**config.mk**
```make
export PLATFORM = sky130hd
export DESIGN_NAME = miriscv_data_arb
export DESIGN_NICKNAME = d
export VERILOG_FILES = /design/src/rtl/miriscv_data_arb.sv
export SDC_FILE = /design/constraint.sdc
export NUM_CORES = 1
export LEC_CHECK = 0
export ABC_CLOCK_PERIOD_IN_PS = 1900
export CORE_MARGIN = 10
export CORE_UTILIZATION = 32
export DETAILED_ROUTE_END_ITERATION = 6
export GPL_TIMING_DRIVEN = 0
export HOLD_SLACK_MARGIN = 0.15
export PLACE_DENSITY = 0.78
export RECOVER_POWER = 100
export SLEW_MARGIN = 5
export SYNTH_ARGS = -nofsm -noshare
export SYNTH_HDL_FRONTEND = slang
export SYNTH_SLANG_ARGS = --single-unit
```
**constraint.sdc**
```tcl
create_clock -name clk_i -period 1.9 [get_ports clk_i]
set_input_delay 0.38 -clock clk_i [delete_from_list [all_inputs] [get_ports clk_i]]
set_output_delay 0.38 -clock clk_i [all_outputs]
set_load 0.02 [all_outputs]
```
**src/rtl/miriscv_data_arb.sv**
```systemverilog
// Two-master arbiter for the miriscv_ram data port: round-robin grant with a
// bounded master-1 burst lock, address range decode and a registered 1-cycle response.
module miriscv_data_arb #(
    parameter int unsigned RAM_SIZE = 256,
    parameter int unsigned LOCK_MAX = 8
) (
    input  logic        clk_i,
    input  logic        rst_i,

    input  logic        m0_req_i,
    input  logic        m0_we_i,
    input  logic [3:0]  m0_be_i,
    input  logic [31:0] m0_addr_i,
    input  logic [31:0] m0_wdata_i,
    output logic        m0_gnt_o,
    output logic        m0_rvalid_o,
    output logic [31:0] m0_rdata_o,
    output logic        m0_err_o,

    input  logic        m1_req_i,
    input  logic        m1_we_i,
    input  logic [3:0]  m1_be_i,
    input  logic [31:0] m1_addr_i,
    input  logic [31:0] m1_wdata_i,
    output logic        m1_gnt_o,
    output logic        m1_rvalid_o,
    output logic [31:0] m1_rdata_o,
    output logic        m1_err_o,
    input  logic        m1_lock_i,

    output logic        ram_req_o,
    output logic        ram_we_o,
    output logic [3:0]  ram_be_o,
    output logic [31:0] ram_addr_o,
    output logic [31:0] ram_wdata_o,
    input  logic [31:0] ram_rdata_i
);

    localparam int unsigned      CNT_W      = 8;
    localparam logic [31:0]      RAM_LIMIT  = 32'(RAM_SIZE);
    localparam logic [CNT_W-1:0] LOCK_LIMIT = CNT_W'(LOCK_MAX);

    typedef struct packed {
        logic        we;
        logic [3:0]  be;
        logic [31:0] addr;
        logic [31:0] wdata;
    } mreq_t;

    logic             last_gnt;
    logic [CNT_W-1:0] lock_cnt;
    logic [CNT_W-1:0] lock_cnt_nxt;

    logic             gnt0_c;
    logic             gnt1_c;
    logic             lock_active_c;
    logic             in_range_c;
    logic [31:0]      rsp_rdata_c;
    mreq_t            m0_bus_c;
    mreq_t            m1_bus_c;
    mreq_t            sel_bus_c;

    assign m0_bus_c = '{we: m0_we_i, be: m0_be_i, addr: m0_addr_i, wdata: m0_wdata_i};
    assign m1_bus_c = '{we: m1_we_i, be: m1_be_i, addr: m1_addr_i, wdata: m1_wdata_i};

    // Grant: lock keeps master 1 on the bus until the burst budget runs out.
    always_comb begin
        gnt0_c        = 1'b0;
        gnt1_c        = 1'b0;
        lock_active_c = last_gnt && m1_lock_i && (lock_cnt < LOCK_LIMIT);
        if (m0_req_i && m1_req_i) begin
            if (lock_active_c || !last_gnt) begin
                gnt1_c = 1'b1;
            end else begin
                gnt0_c = 1'b1;
            end
        end else if (m0_req_i) begin
            gnt0_c = 1'b1;
        end else if (m1_req_i) begin
            gnt1_c = 1'b1;
        end
    end

    assign m0_gnt_o = gnt0_c;
    assign m1_gnt_o = gnt1_c;

    // Slave drive: master 0 fields are the idle default.
    always_comb begin
        sel_bus_c   = gnt1_c ? m1_bus_c : m0_bus_c;
        in_range_c  = sel_bus_c.addr < RAM_LIMIT;
        ram_req_o   = (gnt0_c || gnt1_c) && in_range_c;
        ram_we_o    = sel_bus_c.we;
        ram_be_o    = sel_bus_c.be;
        ram_addr_o  = sel_bus_c.addr;
        ram_wdata_o = sel_bus_c.wdata;
        rsp_rdata_c = (ram_req_o && !sel_bus_c.we) ? ram_rdata_i : 32'h0;
    end

    // Lock budget only advances while master 1 actually starves master 0.
    always_comb begin
        lock_cnt_nxt = lock_cnt;
        if (gnt0_c || !m1_lock_i) begin
            lock_cnt_nxt = '0;
        end else if (gnt1_c && m0_req_i && lock_active_c) begin
            lock_cnt_nxt = lock_cnt + CNT_W'(1);
        end
    end

    always_ff @(posedge clk_i) begin
        if (rst_i) begin
            last_gnt    <= 1'b1;
            lock_cnt    <= '0;
            m0_rvalid_o <= 1'b0;
            m0_rdata_o  <= 32'h0;
            m0_err_o    <= 1'b0;
            m1_rvalid_o <= 1'b0;
            m1_rdata_o  <= 32'h0;
            m1_err_o    <= 1'b0;
        end else begin
            if (gnt0_c || gnt1_c) begin
                last_gnt <= gnt1_c;
            end
            lock_cnt    <= lock_cnt_nxt;
            m0_rvalid_o <= gnt0_c;
            m0_rdata_o  <= gnt0_c ? rsp_rdata_c : 32'h0;
            m0_err_o    <= gnt0_c && !in_range_c;
            m1_rvalid_o <= gnt1_c;
            m1_rdata_o  <= gnt1_c ? rsp_rdata_c : 32'h0;
            m1_err_o    <= gnt1_c && !in_range_c;
        end
    end

endmodule

```
# Yosys cells after proc, flatten, opt, wreduce, memory -nomap -nowiden
# Index checks and enable logic that the tools add are counted.
[op_classes] n_reduce_logical=19 n_bitwise=2 muxes=9 magnitude_cmp=2 add_sub_neg=1
[ops] operator="69-bit two-way mux" n=1
[ops] operator="32-bit by 9-bit less-than comparator with 1-bit output (second input constant)" n=1
[ops] operator="32-bit two-way mux" n=1
[ops] operator="1-bit logical AND" n=9
[ops] operator="8-bit by 1-bit adder with 8-bit output (second input constant)" n=1
[ops] operator="8-bit by 4-bit less-than comparator with 1-bit output (second input constant)" n=1
[ops] operator="1-bit two-way mux" n=7
[ops] operator="2-bit OR reduction" n=3
[ops] operator="1-bit zero test" n=4
[ops] operator="1-bit logical OR" n=3
[ops] operator="1-bit inverter" n=2
[word_totals] output_inout_bits=140 ff_bits=77

# Longest topological paths before layout
[depth] word_depth=10 depth_mapped=7

# Least setup slack after synthesis
# No wires, ideal clock.
[synth_timing] path_kind="input -> output" startpoint="in m1_lock_i" endpoint="out m0_gnt_o" slack_ns=-0.101 cell_stages=6 arrival_ns=1.621 path_buffers=2 t_required_ns=1.520 cell_sequence="and4bb_1 -> a22oi_2 -> inv_2 -> buf_2 -> buf_2 -> nor2_1"
[synth_via] elab_chain_len=5
[synth_rtl] item="from (decl)" line_no="29" source="input logic m1_lock_i,"
[synth_rtl] item="1-bit logical AND (2 in a row)" line_no="70" source="lock_active_c = last_gnt && m1_lock_i && (lock_cnt < LOCK_LIMIT);"
[synth_rtl] item="1-bit logical OR" line_no="72" source="if (lock_active_c || !last_gnt) begin"
[synth_rtl] item="1-bit two-way mux" line_no="72"
[synth_rtl] item="1-bit two-way mux" line_no="71" source="if (m0_req_i && m1_req_i) begin"
[synth_rtl] item="to (decl)" line_no="15" source="output logic m0_gnt_o,"
# Every way passes these cells.

# Worst setup path in the final report
[layout_timing] startpoint="reg lock_cnt[5]" endpoint="out ram_addr_o[3]"
[layout_via] elab_chain_len=6
[layout_rtl] item="from (decl)" line_no="51" source="logic [CNT_W-1:0] lock_cnt;"
[layout_rtl] item="from (signal assigned)" line_no="123" source="lock_cnt <= lock_cnt_nxt;"
[layout_rtl] item="8-bit by 4-bit less-than comparator with 1-bit output" line_no="70"
[layout_rtl] item="1-bit logical AND" line_no="70"
[layout_rtl] item="1-bit logical OR" line_no="72"
[layout_rtl] item="1-bit two-way mux" line_no="72"
[layout_rtl] item="1-bit two-way mux" line_no="71"
[layout_rtl] item="69-bit two-way mux" line_no="89" source="sel_bus_c = gnt1_c ? m1_bus_c : m0_bus_c;"
[layout_rtl] item="to (decl)" line_no="34" source="output logic [31:0] ram_addr_o,"
# Every way passes these cells.

==> results_dict.tcl <==
set metrics [dict create \
    switching_share_pct 29.8 \
    ant_nets 0 \
    seq_area_frac_synth_pct 42.0 \
    place_congestion 0.885 \
    synth_nets 642 \
    path_clk_slew_ns 0.06 \
    port_buffers 313 \
    grt_pass1_vias 4735 \
    clkLatencyLatePin_ns 0.33 \
    power_leakage_nw 3.89 \
    end_kind "output port" \
    finalPower_mw 5.10 \
    fin_skew_ns 0.00474 \
    viasPerCell 4.82 \
    synth-adder-area-share_pct 0.341 \
    rsz0062_at_grt "true" \
    hold_viol 0 \
    hold_class "input pin to flip-flop" \
    core_sq_mm 0.0113 \
    yosysTopAreaCell "dfxtp_1" \
    p_seq_share_pct 31.8 \
    grt_util_all_layers_pct 22.0 \
    start_kind "flip-flop" \
    slew_headroom_pct 47.6 \
    fin_nets 1003 \
    gr-total-overflow 0 \
    synth_cells 466 \
    timing.final.crit_share_pct 121 \
    cts_buffers 9 \
    place_ws_ns -1.35 \
    die_h_um 127 \
    ys_seq_elements 77 \
    status "finished, violations left" \
    ys_warn_count 0 \
    h-tree-depth 3 \
    setup_viol 103 \
    synthToLayoutAreaGrowth_pct 132 \
    netlist_area_sq_mm 0.00367 \
    min_period_ns 2.31 \
    seq_area_sq_mm 0.00155 \
    whs_ns 0.436 \
    multi_input_area_sq_mm 0.00225 \
    whs_path_depth 2 \
    drive_gt1_share_pct 41.3 \
    p_int_mw 3.58 \
    cap_viol_max_count 0 \
    synth_top_family_by_area "simple AND/OR/NAND/NOR gates" \
    irDropWorstVdd_mv 0.624 \
    clkPwrFrac_pct 33.6 \
    synth-simple-area-share_pct 46.5 \
    antenna_found_initial 2 \
    fmax_mhz 434 \
    setup_slack_ns -0.406 \
    cts_buffer_depth 2 \
    drt-initial-drc-count 253 \
    cts_root_buf "clkbuf_16" \
    crit_required_ns 1.52 \
    drc 0 \
    worstSetupPathType "flip-flop to output port" \
    syn_avg_cell_area_sq_um 7.87 \
    start_util_pct 32.4 \
    rows 39 \
    clock-sinks 77 \
    synth_area_leaders "dfxtp_1 42%, nand2_1 21%, nor3_2 16%, inv_1 3.3%, buf_6 2.8%" \
    synth_compound_area_share_pct 1.57 \
    tns_ns -26.17 \
    synth_top_area_share_pct 42.0 \
    grt_max_degree 14 \
    drt_first_pass_iters 4 \
    muxShareOfSynthArea_pct 0.273 \
    ys_types 35 \
    wire_per_inst_um 21.1 \
    powerDensity_mw_per_mm2 600 \
    synth_xor_area_share_pct 0.477 \
    io_pins 315 \
    dp_hpwl_um 15300 \
    die_w_um 127 \
    slew_violations 0 \
    final_core_util_pct 75.2 \
    fill_cells 778 \
    comb_power_share_pct 34.6 \
    switchingPower_mw 1.52 \
    violations "negative setup slack" \
    vias 4702 \
    wl_um 20600 \
    cp_max_fo 5 \
    cts_tree "built" \
    tightest_slew_ns 0.786 \
    grt_pass1_wl_um 28100 \
    die-area_sq_mm 0.0161 \
    critical_path_arrival_ns 1.93 \
    cts_hold_buffers 0 \
    reg2reg_depth 8 \
]
## power by group through the flow
stage / Combinational (mW) / Clock, mW / Sequential [mW]
after detailed placement: 1.37 / 0 / 1.66
final: 1.77 / 1.71 / 1.63
after global routing: 1.86 / 1.79 / 1.63
after global placement: 1.35 / 0 / 1.66
after floorplan: 0.535 / 0 / 1.67
after CTS: 1.63 / 1.74 / 1.63
## area by class of cell
type,instances,share of cell area [%]
diodes,2,0.0588
plain buffers,29,4.25
clock buffers,10,2.81
clock inverters,5,0.706
inverters,33,1.49
multi-input cells,326,26.5
flip-flops and latches,77,18.2
well taps,143,2.10
repair buffers,351,43.9
## path summary, 6_finish.rpt
path / start / endpoint / slack [ns]
max: lock_cnt[5] / ram_addr_o[3] / -0.41
min: m0_we_i / m0_rdata_o[1] / 0.44
max reg2reg: lock_cnt[5] / m1_rdata_o[3] / 0.09
min reg2reg: lock_cnt[6] / lock_cnt[6] / 0.47
## flip-flops by register name, summed over array words and instances, names as in the netlist
register and count:
m0_rdata_o 32, m1_rdata_o 32, lock_cnt 8, last_gnt 1
m0_err_o 1, m0_rvalid_o 1, m1_err_o 1, m1_rvalid_o 1
## synth_stat cells
library cell / n
a211oi_1: 1
a21boi_1: 1
a21oi_1: 2
a22oi_2: 1
and2_1: 4
and3_1: 1
and4_1: 1
and4_2: 1
and4bb_1: 1
buf_1: 1
buf_2: 16
buf_6: 9
clkbuf_1: 4
dfxtp_1: 77
ha_1: 1
inv_1: 32
inv_2: 1
mux2i_1: 1
nand2_1: 209
nand3_1: 4
nand4_1: 1
nand4_4: 1
nand4b_4: 1
nor2_1: 8
nor2_4: 2
nor2b_1: 1
nor3_1: 6
nor3_2: 60
nor4_1: 8
o21a_1: 2
o21ai_1: 1
or2_2: 1
or4_1: 1
or4_4: 3
xor2_1: 2
## per-stage QoR
| step | cell area [sq um] | instances |
|---|---|---|
| 3_5_place_dp | 6990 | 922 |
| 4_1_cts | 7980 | 961 |
| 2_1_floorplan | 3680 | 466 |
| 6_report | 8510 | 976 |
| 5_1_grt | 8510 | 976 |
| 3_3_place_gp | 6990 | 922 |
## critical path: stages, from the launching register on
cell       delay [ns]
dfxtp_2          0.31
and4bb_1         0.30
a22oi_2          0.10
buf_4            0.16
buf_8            0.13
buf_12           0.13
clkbuf_16        0.16
nand2_2          0.09
nand2_2          0.07
buf_6            0.13
## logic make-up after synthesis
family          Yosys count
buf+inv                  63
flops                    77
xor+xnor                  2
mux                       1
compound gates            8
simple gates            314
fa+ha+maj                 1
## per-layer routing
layer  share of wire [%]  routed length [um]  GRT usage, %
met3                 9.6                1980          9.47
met1                  35                7320          21.7
met5                   0                   0             0
met2                  53               10900          40.9
met4                 2.2                 458          6.23
## cell usage in the layout (no fill, tap or decap), drive strengths merged, types with 2 or more instances in the layout
cell / count
inv: 34
clkbuf: 26
buf: 128
diode: 2
and2: 4
nor2: 10
nor3: 66
dlygate4sd2: 10
dlymetal6s2s: 20
nand2: 209
clkdlybuf4s15: 2
nand3: 4
and4: 2
a21oi: 2
xor2: 2
clkdlybuf4s50: 204
clkinv: 2
dfxtp: 77
nor4: 8
nand4: 2
o21a: 2
or4: 4
## timing repair
item                                    4_1_cts  5_1_grt
resized for setup                           570      124
endpoints found under the setup margin      113      133
pin swaps                                    26       72
gates cloned                                  6        7
hold endpoints to repair                      0        0
buffers inserted                             20       10
(Power assumes the default switching activity.)
